$ cat config.mk
export PLATFORM = sky130hd
export DESIGN_NAME = fir_coef_sequencer_flat
export DESIGN_NICKNAME = d
export VERILOG_FILES = /design/src/rtl/fir_coef_sequencer_pkg.sv /design/src/rtl/fir_coef_sequencer_if.sv /design/src/rtl/fir_coef_sequencer_bank.sv /design/src/rtl/fir_coef_sequencer.sv /design/src/flat_wrapper.sv
export SDC_FILE = /design/constraint.sdc
export NUM_CORES = 2
export LEC_CHECK = 0
export BUFFER_PORTS_ARGS = -buffer_cell sky130_fd_sc_hd__buf_2
export CAP_MARGIN = 15
export CORE_UTILIZATION = 40
export CTS_BUF_LIST = sky130_fd_sc_hd__clkbuf_16
export DETAILED_ROUTE_END_ITERATION = 6
export GPL_TIMING_DRIVEN = 0
export PLACE_DENSITY_LB_ADDON = 0.25
export SLEW_MARGIN = 10
export SYNTH_ARGS = -nofsm -noshare
export SYNTH_HDL_FRONTEND = slang
export SYNTH_HIERARCHICAL = 1
export SYNTH_SLANG_ARGS = --single-unit
$ cat constraint.sdc
create_clock -name clk2 -period 2.8 [get_ports clk2]
set_input_delay 0 -clock clk2 [delete_from_list [all_inputs] [get_ports clk2]]
set_output_delay 0 -clock clk2 [all_outputs]
set_load 0.02 [all_outputs]
$ cat src/rtl/fir_coef_sequencer_pkg.sv
// Shared constants, FSM encoding and request types for the FIR coefficient sequencer.
package fir_coef_sequencer_pkg;
  localparam int NUM_TAPS = 64;
  localparam int DW       = 16;
  localparam int AW       = $clog2(NUM_TAPS);
  localparam int TIMEOUT  = 1024;

  localparam int ERR_OVF = 0;
  localparam int ERR_HWR = 1;
  localparam int ERR_TO  = 2;

  typedef enum logic [1:0] {
    ST_IDLE = 2'd0,
    ST_RUN  = 2'd1,
    ST_LOAD = 2'd2
  } state_e;

  typedef struct packed {
    logic          we;
    logic [AW-1:0] addr;
    logic [DW-1:0] data;
  } host_wr_t;
endpackage

$ cat src/rtl/fir_coef_sequencer_if.sv
// Host, sample and fir_core-side signals of the sequencer bundled as one interface.
interface fir_coef_sequencer_if;
  import fir_coef_sequencer_pkg::*;

  logic          host_we;
  logic [AW-1:0] host_addr;
  logic [DW-1:0] host_data;
  logic          commit;
  logic          s_valid;
  logic [DW-1:0] s_data;
  logic          fir_valid_out;
  logic          err_clr;

  logic [DW-1:0] fir_din;
  logic          fir_valid_in;
  logic [DW-1:0] fir_cin;
  logic [AW-1:0] fir_caddr;
  logic          fir_cload;
  logic          load_done;
  logic          busy;
  logic [2:0]    err;

  modport master (
    output host_we, host_addr, host_data, commit, s_valid, s_data, fir_valid_out, err_clr,
    input  fir_din, fir_valid_in, fir_cin, fir_caddr, fir_cload, load_done, busy, err
  );

  modport slave (
    input  host_we, host_addr, host_data, commit, s_valid, s_data, fir_valid_out, err_clr,
    output fir_din, fir_valid_in, fir_cin, fir_caddr, fir_cload, load_done, busy, err
  );
endinterface

$ cat src/rtl/fir_coef_sequencer_bank.sv
// Shadow coefficient register file: one synchronous write port, one combinational read port.
module fir_coef_bank #(
  parameter int TAPS  = 64,
  parameter int WIDTH = 16,
  parameter int BAW   = $clog2(TAPS)
) (
  input  logic             clk2,
  input  logic             rstn,
  input  logic             i_we,
  input  logic [BAW-1:0]   i_waddr,
  input  logic [WIDTH-1:0] i_wdata,
  input  logic [BAW-1:0]   i_raddr,
  output logic [WIDTH-1:0] o_rdata
);
  logic [TAPS-1:0][WIDTH-1:0] r_mem;

  for (genvar g = 0; g < TAPS; g++) begin : g_ent
    always_ff @(posedge clk2 or negedge rstn) begin
      if (!rstn)                              r_mem[g] <= '0;
      else if (i_we && i_waddr == BAW'(g))    r_mem[g] <= i_wdata;
    end
  end

  assign o_rdata = r_mem[i_raddr];
endmodule

$ cat src/rtl/fir_coef_sequencer.sv
// Sequencer in front of fir_core: issues samples, streams the shadow coefficient bank on commit,
// and never overlaps a coefficient load with an in-flight sample.
module fir_coef_sequencer
  import fir_coef_sequencer_pkg::*;
#(
  parameter int TIMEOUT_CYC = TIMEOUT
) (
  input  logic                 clk2,
  input  logic                 rstn,
  fir_coef_sequencer_if.slave  bus
);
  localparam int              TW     = $clog2(TIMEOUT_CYC);
  localparam logic [TW-1:0]   T_LAST = TW'(TIMEOUT_CYC - 1);
  // k runs one past the last tap so the load_done beat gets its own cycle
  localparam logic [AW:0]     K_DONE = (AW+1)'(NUM_TAPS);

  state_e        r_state, w_state_nx;
  logic [AW:0]   r_k, w_k_nx;
  logic [TW-1:0] r_timer, w_timer_nx;
  logic          r_hold_vld, w_hold_vld_nx;
  logic [DW-1:0] r_hold_data, w_hold_data_nx;
  logic          r_commit_pend, w_commit_pend_nx;

  logic [DW-1:0] r_fir_din, w_fir_din_nx;
  logic          r_fir_valid_in, w_fir_valid_in_nx;
  logic [DW-1:0] r_fir_cin, w_fir_cin_nx;
  logic [AW-1:0] r_fir_caddr, w_fir_caddr_nx;
  logic          r_fir_cload, w_fir_cload_nx;
  logic          r_load_done, w_load_done_nx;
  logic          r_busy, w_busy_nx;
  logic [2:0]    r_err, w_err_nx, w_err_set;

  host_wr_t      w_wr;
  logic [DW-1:0] w_bank_rdata;

  // Host writes are dropped during LOAD so the streamed bank stays self-consistent
  always_comb begin
    w_wr.we   = bus.host_we && (r_state != ST_LOAD);
    w_wr.addr = bus.host_addr;
    w_wr.data = bus.host_data;
  end

  fir_coef_bank #(.TAPS(NUM_TAPS), .WIDTH(DW)) u_bank (
    .clk2    (clk2),
    .rstn    (rstn),
    .i_we    (w_wr.we),
    .i_waddr (w_wr.addr),
    .i_wdata (w_wr.data),
    .i_raddr (r_k[AW-1:0]),
    .o_rdata (w_bank_rdata)
  );

  always_ff @(posedge clk2 or negedge rstn) begin
    if (!rstn) begin
      r_state        <= ST_IDLE;
      r_k            <= '0;
      r_timer        <= '0;
      r_hold_vld     <= 1'b0;
      r_hold_data    <= '0;
      r_commit_pend  <= 1'b0;
      r_fir_din      <= '0;
      r_fir_valid_in <= 1'b0;
      r_fir_cin      <= '0;
      r_fir_caddr    <= '0;
      r_fir_cload    <= 1'b0;
      r_load_done    <= 1'b0;
      r_busy         <= 1'b0;
      r_err          <= '0;
    end else begin
      r_state        <= w_state_nx;
      r_k            <= w_k_nx;
      r_timer        <= w_timer_nx;
      r_hold_vld     <= w_hold_vld_nx;
      r_hold_data    <= w_hold_data_nx;
      r_commit_pend  <= w_commit_pend_nx;
      r_fir_din      <= w_fir_din_nx;
      r_fir_valid_in <= w_fir_valid_in_nx;
      r_fir_cin      <= w_fir_cin_nx;
      r_fir_caddr    <= w_fir_caddr_nx;
      r_fir_cload    <= w_fir_cload_nx;
      r_load_done    <= w_load_done_nx;
      r_busy         <= w_busy_nx;
      r_err          <= w_err_nx;
    end
  end

  always_comb begin
    w_state_nx        = r_state;
    w_k_nx            = r_k;
    w_timer_nx        = r_timer;
    w_hold_vld_nx     = r_hold_vld;
    w_hold_data_nx    = r_hold_data;
    w_commit_pend_nx  = r_commit_pend;
    w_fir_din_nx      = r_fir_din;
    w_fir_valid_in_nx = 1'b0;
    w_fir_cin_nx      = r_fir_cin;
    w_fir_caddr_nx    = r_fir_caddr;
    w_fir_cload_nx    = 1'b0;
    w_load_done_nx    = 1'b0;
    w_err_set         = '0;

    case (r_state)
      ST_IDLE: begin
        if (r_hold_vld || bus.s_valid) begin
          w_fir_valid_in_nx = 1'b1;
          w_state_nx        = ST_RUN;
          w_timer_nx        = '0;
          if (r_hold_vld) begin
            // held sample drains first; a concurrent arrival takes its slot
            w_fir_din_nx   = r_hold_data;
            w_hold_vld_nx  = bus.s_valid;
            w_hold_data_nx = bus.s_valid ? bus.s_data : r_hold_data;
          end else begin
            w_fir_din_nx   = bus.s_data;
          end
          if (bus.commit) w_commit_pend_nx = 1'b1;
        end else if (bus.commit || r_commit_pend) begin
          w_state_nx = ST_LOAD;
          w_k_nx     = '0;
        end
      end
      ST_RUN: begin
        if (bus.commit) w_commit_pend_nx = 1'b1;
        if (bus.fir_valid_out) begin
          w_state_nx = ST_IDLE;
        end else if (r_timer == T_LAST) begin
          w_err_set[ERR_TO] = 1'b1;
          w_state_nx        = ST_IDLE;
        end else begin
          w_timer_nx = r_timer + 1'b1;
        end
      end
      ST_LOAD: begin
        if (bus.host_we) w_err_set[ERR_HWR] = 1'b1;
        if (r_k == K_DONE) begin
          w_load_done_nx   = 1'b1;
          w_commit_pend_nx = 1'b0;
          w_state_nx       = ST_IDLE;
        end else begin
          w_fir_cload_nx = 1'b1;
          w_fir_caddr_nx = r_k[AW-1:0];
          w_fir_cin_nx   = w_bank_rdata;
          w_k_nx         = r_k + 1'b1;
        end
      end
      default: w_state_nx = ST_IDLE;
    endcase

    // Samples outside IDLE park in the single-entry hold register
    if (bus.s_valid && r_state != ST_IDLE) begin
      if (r_hold_vld) begin
        w_err_set[ERR_OVF] = 1'b1;
      end else begin
        w_hold_vld_nx  = 1'b1;
        w_hold_data_nx = bus.s_data;
      end
    end

    w_err_nx  = (r_err & {3{~bus.err_clr}}) | w_err_set;
    w_busy_nx = (w_state_nx != ST_IDLE) || w_hold_vld_nx || w_commit_pend_nx;
  end

  assign bus.fir_din      = r_fir_din;
  assign bus.fir_valid_in = r_fir_valid_in;
  assign bus.fir_cin      = r_fir_cin;
  assign bus.fir_caddr    = r_fir_caddr;
  assign bus.fir_cload    = r_fir_cload;
  assign bus.load_done    = r_load_done;
  assign bus.busy         = r_busy;
  assign bus.err          = r_err;
endmodule

$ cat src/flat_wrapper.sv
// flat-port wrapper written by rule: the top's interface ports become plain ports
module fir_coef_sequencer_flat import fir_coef_sequencer_pkg::*;
#(
  parameter int TIMEOUT_CYC = TIMEOUT
)
  (clk2, rstn, bus_host_we, bus_host_addr, bus_host_data, bus_commit, bus_s_valid, bus_s_data, bus_fir_valid_out, bus_err_clr, bus_fir_din, bus_fir_valid_in, bus_fir_cin, bus_fir_caddr, bus_fir_cload, bus_load_done, bus_busy, bus_err);
  fir_coef_sequencer_if bus_i ();
  input  logic clk2;
  input  logic rstn;
  input wire logic [$bits(bus_i.host_we)-1:0] bus_host_we;
  input wire logic [$bits(bus_i.host_addr)-1:0] bus_host_addr;
  input wire logic [$bits(bus_i.host_data)-1:0] bus_host_data;
  input wire logic [$bits(bus_i.commit)-1:0] bus_commit;
  input wire logic [$bits(bus_i.s_valid)-1:0] bus_s_valid;
  input wire logic [$bits(bus_i.s_data)-1:0] bus_s_data;
  input wire logic [$bits(bus_i.fir_valid_out)-1:0] bus_fir_valid_out;
  input wire logic [$bits(bus_i.err_clr)-1:0] bus_err_clr;
  output wire logic [$bits(bus_i.fir_din)-1:0] bus_fir_din;
  output wire logic [$bits(bus_i.fir_valid_in)-1:0] bus_fir_valid_in;
  output wire logic [$bits(bus_i.fir_cin)-1:0] bus_fir_cin;
  output wire logic [$bits(bus_i.fir_caddr)-1:0] bus_fir_caddr;
  output wire logic [$bits(bus_i.fir_cload)-1:0] bus_fir_cload;
  output wire logic [$bits(bus_i.load_done)-1:0] bus_load_done;
  output wire logic [$bits(bus_i.busy)-1:0] bus_busy;
  output wire logic [$bits(bus_i.err)-1:0] bus_err;
  assign bus_i.host_we = bus_host_we;
  assign bus_i.host_addr = bus_host_addr;
  assign bus_i.host_data = bus_host_data;
  assign bus_i.commit = bus_commit;
  assign bus_i.s_valid = bus_s_valid;
  assign bus_i.s_data = bus_s_data;
  assign bus_i.fir_valid_out = bus_fir_valid_out;
  assign bus_i.err_clr = bus_err_clr;
  assign bus_fir_din = bus_i.fir_din;
  assign bus_fir_valid_in = bus_i.fir_valid_in;
  assign bus_fir_cin = bus_i.fir_cin;
  assign bus_fir_caddr = bus_i.fir_caddr;
  assign bus_fir_cload = bus_i.fir_cload;
  assign bus_load_done = bus_i.load_done;
  assign bus_busy = bus_i.busy;
  assign bus_err = bus_i.err;
  fir_coef_sequencer #(.TIMEOUT_CYC(TIMEOUT_CYC)) u_core (.clk2(clk2), .rstn(rstn), .bus(bus_i));
endmodule
==> impl_metrics.json <==
{
  "yosys_most_used_dff": "sky130_fd_sc_hd__dfrtp_1",
  "r2r_cells": 7,
  "cts-root-to-sink-buffers": 3,
  "clock_tree.root_cell": "sky130_fd_sc_hd__clkbuf_16",
  "route.detailed.drc": 29,
  "io_buffer_count": 71,
  "synth_cell_types": 66,
  "route.antenna.remaining_nets": 0,
  "synth_largest_type_area_fraction_pct": 55.2,
  "ctsHtreeMaxLevel": 3,
  "avgSynthCellArea_um2": 15.2,
  "drt_iter0_drc": 2379,
  "timing_hold_violations_final": 104,
  "vias": 30300,
  "tritoncts.num_buffers": 118,
  "synth_enable_flop_cells": 0,
  "synth_area_um2": 50100,
  "vdd.ir_drop.worst_v": 0.000618,
  "hold_path.class": "primary input to asynchronous set/reset pin",
  "violations": "design-rule violations, negative hold slack",
  "via_count_of_the_first_global_routing_pass": 31600,
  "kind_of_end_point_of_the_critical_path": "flip-flop",
  "total_leakage_power_nw": 26.6,
  "synthToLayoutAreaGrowth_pct": 15.6,
  "wl_met3_um": 8360,
  "drv.max_cap_violation_count": 0,
  "worstMarginPinSlew_ns": 1.30,
  "met2_routed_length_um": 70400,
  "share_seq_of_total_power_pct": 39.7,
  "critPathKind": "flip-flop to flip-flop",
  "synth_cells": 3298,
  "power_frac_clock_pct": 29.8,
  "routabilityCongestion": 0.943,
  "drive_gt1_share_pct": 49.4,
  "initial_drt_pass_iterations": 7,
  "grt_max_degree": 147,
  "top_layer": "met5",
  "final.setup_skew_ns": 0.0413,
  "timing_max_transition_violations_final": 0,
  "timing.critical_path.slowest_stage_cell": "sky130_fd_sc_hd__mux4_2",
  "synth_register_bits": 1106,
  "wirelength_um": 148000,
  "initial_core_util_pct": 40.5,
  "core.rowCount": 129,
  "most_numerous_cell_on_the_critical_path": "sky130_fd_sc_hd__buf_8",
  "critical_path_fanouts_max": 10,
  "start_kind": "flip-flop",
  "cp.arrival_ns": 3.39,
  "cts_num_sinks": 1106,
  "critPathMaxStageDelay_ns": 0.54,
  "post-route-period-util_pct": 99.4,
  "post-route-util_pct": 46.8,
  "endpoint_of_the_most_critical_register_to_register_path": "u_core/bus.fir_cin[0]$_DFFE_PN0P_",
  "timing.reg2reg.setup_slack_ns": 0.02,
  "max_clk_rate_ghz": 0.359,
  "sequential_share_of_the_synthesized_area_pct": 55.2,
  "grt.total_usage_pct": 23.7,
  "nets": 3598,
  "tritoncts": "built",
  "finalPower_mw": 51.3,
  "io_pins": 90,
  "share_comb_of_total_power_pct": 30.5,
  "post_cts_hold_buffer_count": 51,
  "clkTransAtPathRegs_ns": 0.06,
  "detailedPlacementHpwl_um": 105000,
  "synth_nets": 3346,
  "die_height_um": 356,
  "netlist_top_cells_area": "sky130_fd_sc_hd__dfrtp_1 55%, sky130_fd_sc_hd__mux2_2 25%, sky130_fd_sc_hd__mux4_2 9.7%",
  "synth-async-reset-ratio_pct": 100,
  "chipWidth_um": 356,
  "max-slew-margin-rel_pct": 12.3,
  "p_per_area_nw_per_um2": 885,
  "r2r_startpoint": "u_core/r_k[0]$_DFFE_PN0P_",
  "post_drt_wl_per_cell_um": 28.0,
  "die_area_um2": 127000,
  "initial_antenna_violation_count": 12,
  "core_area_um2": 124000,
  "vias_per_cell": 5.73,
  "rsz0062_at_grt": "yes",
  "power.net_switching_mw": 16.2,
  "power.switching_fraction_pct": 31.6,
  "final.min_clock_period_ns": 2.78,
  "worstPathCellList": "buf_6 > buf_8 > buf_8 > mux4_2 > a221oi_2 > nor3_1 > mux2_2",
  "wire_length_of_the_first_global_routing_pass_um": 220000,
  "outcome": "finished with violations",
  "holdWs_ns": -0.184,
  "worst-endpoint-required_ns": 3.40,
  "setup_viol_count_final": 0,
  "synth_area_leader_cell": "sky130_fd_sc_hd__dfrtp_1",
  "cellInternalPower_mw": 35.1,
  "detail_route.wirelength.met1_um": 65300,
  "grt.overflow.total": 0,
  "synth-warning-count": 6,
  "clock_insertion_delay_worst_skew_ns": 0.75
}
==> state kept, by name, summed over array words and instances (netlist names), 2 cells and up <==
| signal | count |
|---|---|
| u_core/r_k | 7 |
| u_core/bus.fir_cin | 16 |
| u_core/u_bank/r_mem | 1024 |
| u_core/bus.fir_caddr | 6 |
| u_core/bus.err | 3 |
| u_core/r_state | 2 |
| u_core/bus.fir_din | 16 |
| u_core/r_timer | 10 |
| u_core/r_hold_data | 16 |
==> area by class of cell <==
class                      count  area [um2]
fill                       10900       66000
sequential                  1106       27700
multi-input combinational   1893       21600
clock buffer                 120        3000
tap                         1637        2050
buffer                       283        1700
timing repair buffer         137        1190
clock inverter                92         727
inverter                      11        41.3
antenna                        6        15.0
==> through the flow <==
stage	worst slack (ns)	std cells	setup TNS, ns	cell area, um2
final	0.0166	5285	0	58000
after global routing	-0.0353	5279	-0.583	58000
after CTS	-0.0232	5278	-0.0232	57800
after detailed placement	-1.26	5015	-146.42	52800
after global placement	-23.26	5006	-	52500
after floorplan	0.307	3298	0	50100
==> cells in the mapped netlist, types with 3 or more instances <==
cell	number
sky130_fd_sc_hd__dfrtp_1	1106
sky130_fd_sc_hd__mux2_2	1100
sky130_fd_sc_hd__mux4_2	216
sky130_fd_sc_hd__clkbuf_1	176
sky130_fd_sc_hd__mux2i_1	127
sky130_fd_sc_hd__nand2_1	124
sky130_fd_sc_hd__buf_2	63
sky130_fd_sc_hd__a22oi_1	56
sky130_fd_sc_hd__buf_1	32
sky130_fd_sc_hd__nor2_1	29
sky130_fd_sc_hd__o21ai_0	28
sky130_fd_sc_hd__nor3_1	18
sky130_fd_sc_hd__o22ai_1	17
sky130_fd_sc_hd__buf_4	15
sky130_fd_sc_hd__nand3_1	15
sky130_fd_sc_hd__nor2_2	14
sky130_fd_sc_hd__nor2b_1	11
sky130_fd_sc_hd__o211ai_1	11
sky130_fd_sc_hd__a221oi_1	10
sky130_fd_sc_hd__inv_1	8
sky130_fd_sc_hd__o211a_1	8
sky130_fd_sc_hd__a211oi_1	7
sky130_fd_sc_hd__a31o_2	7
sky130_fd_sc_hd__nand2b_1	7
sky130_fd_sc_hd__o2111ai_1	7
sky130_fd_sc_hd__a21oi_1	6
sky130_fd_sc_hd__a32oi_1	6
sky130_fd_sc_hd__and3_1	5
sky130_fd_sc_hd__nand4_1	5
sky130_fd_sc_hd__xor2_1	5
sky130_fd_sc_hd__and2_1	4
sky130_fd_sc_hd__or3_1	4
sky130_fd_sc_hd__ha_1	3
sky130_fd_sc_hd__nor2_4	3
sky130_fd_sc_hd__o31ai_1	3
sky130_fd_sc_hd__or2_1	3
sky130_fd_sc_hd__or2_2	3
==> logic make-up after synthesis <==
kind of cell	after synthesis	share of synthesized area, %
buf+inv	299	2.53
fa+ha+maj	3	0.0749
simple gates	263	2.57
mux	1444	37.0
flops	1106	55.2
xor+xnor	6	0.105
compound gates	177	2.57
==> layer usage <==
metal,up-vias,global-route usage (%)
li1,12800,-
met1,16400,32.9
met2,867,38.2
met3,216,3.74
met4,4,7.24
met5,-,0
==> worst max-delay path by stage <==
stage | cells after the start | slack, ns | endpoint | start
final | 7 | 0.02 | u_core/bus.fir_cin[0]$_DFFE_PN0P_ | u_core/r_k[0]$_DFFE_PN0P_
after global routing | 6 | -0.04 | u_core/u_bank/r_mem[437]$_DFFE_PN0P_ | u_core/r_state[0]$_DFF_PN0_
after CTS | 8 | -0.02 | u_core/bus.fir_cin[11]$_DFFE_PN0P_ | u_core/r_k[5]$_DFFE_PN0P_
after detailed placement | 8 | -1.26 | u_core/bus.fir_cin[9]$_DFFE_PN0P_ | u_core/r_k[4]$_DFFE_PN0P_
after global placement | 1 | -23.26 | u_core/u_bank/r_mem[506]$_DFFE_PN0P_ | rstn
after floorplan | 8 | 0.31 | u_core/bus.fir_cin[10]$_DFFE_PN0P_ | u_core/r_k[0]$_DFFE_PN0P_
==> power by group through the flow <==
| stage | Clock (mW) | Sequential (mW) | Combinational, mW |
|---|---|---|---|
| floorplan | 0 | 20.4 | 9.59 |
| global placement | 0 | 20.6 | 14.3 |
| detailed placement | 0 | 20.6 | 14.5 |
| CTS | 15.6 | 20.3 | 15.5 |
| global route | 16.3 | 20.7 | 16.5 |
| finish | 15.3 | 20.4 | 15.6 |
==> critical path: cells and delay by family, from the launching register on <==
family	cells	cell delay, ns
and+or+nand+nor	1	0.18
buffers and inverters	3	0.67
muxes	2	0.83
DFF	1	0.45
AOI/OAI and AO/OA	1	0.48
==> timing repair <==
action | CTS | global route
endpoints found under the hold margin | 459 | 104
buffers inserted | 4 | 2
endpoints found under the setup margin | 622 | 429
pin swaps | 3 | 3
gates resized for setup | 259 | 51
==> cell usage in the layout, fill, tap and decap left out, drive strengths merged, types with 8 or more instances in the layout <==
master       Yosys  layout
o22ai           17      17
dfrtp         1106    1106
bufinv           0      12
mux2i          127     127
clkbuf         177     290
nor3            18      18
a221oi          10      10
nor2b           11      11
o21ai           29      29
a22oi           56      56
inv             10      39
buf            111     199
o211a            8       8
mux4           216     216
dlygate4sd3      0      51
nor2            46      46
clkinv           1      50
nand2          125     125
nand3           15      15
mux2          1101    1101
o211ai          11      11
Note: power is estimated with default switching activity, not from simulation.
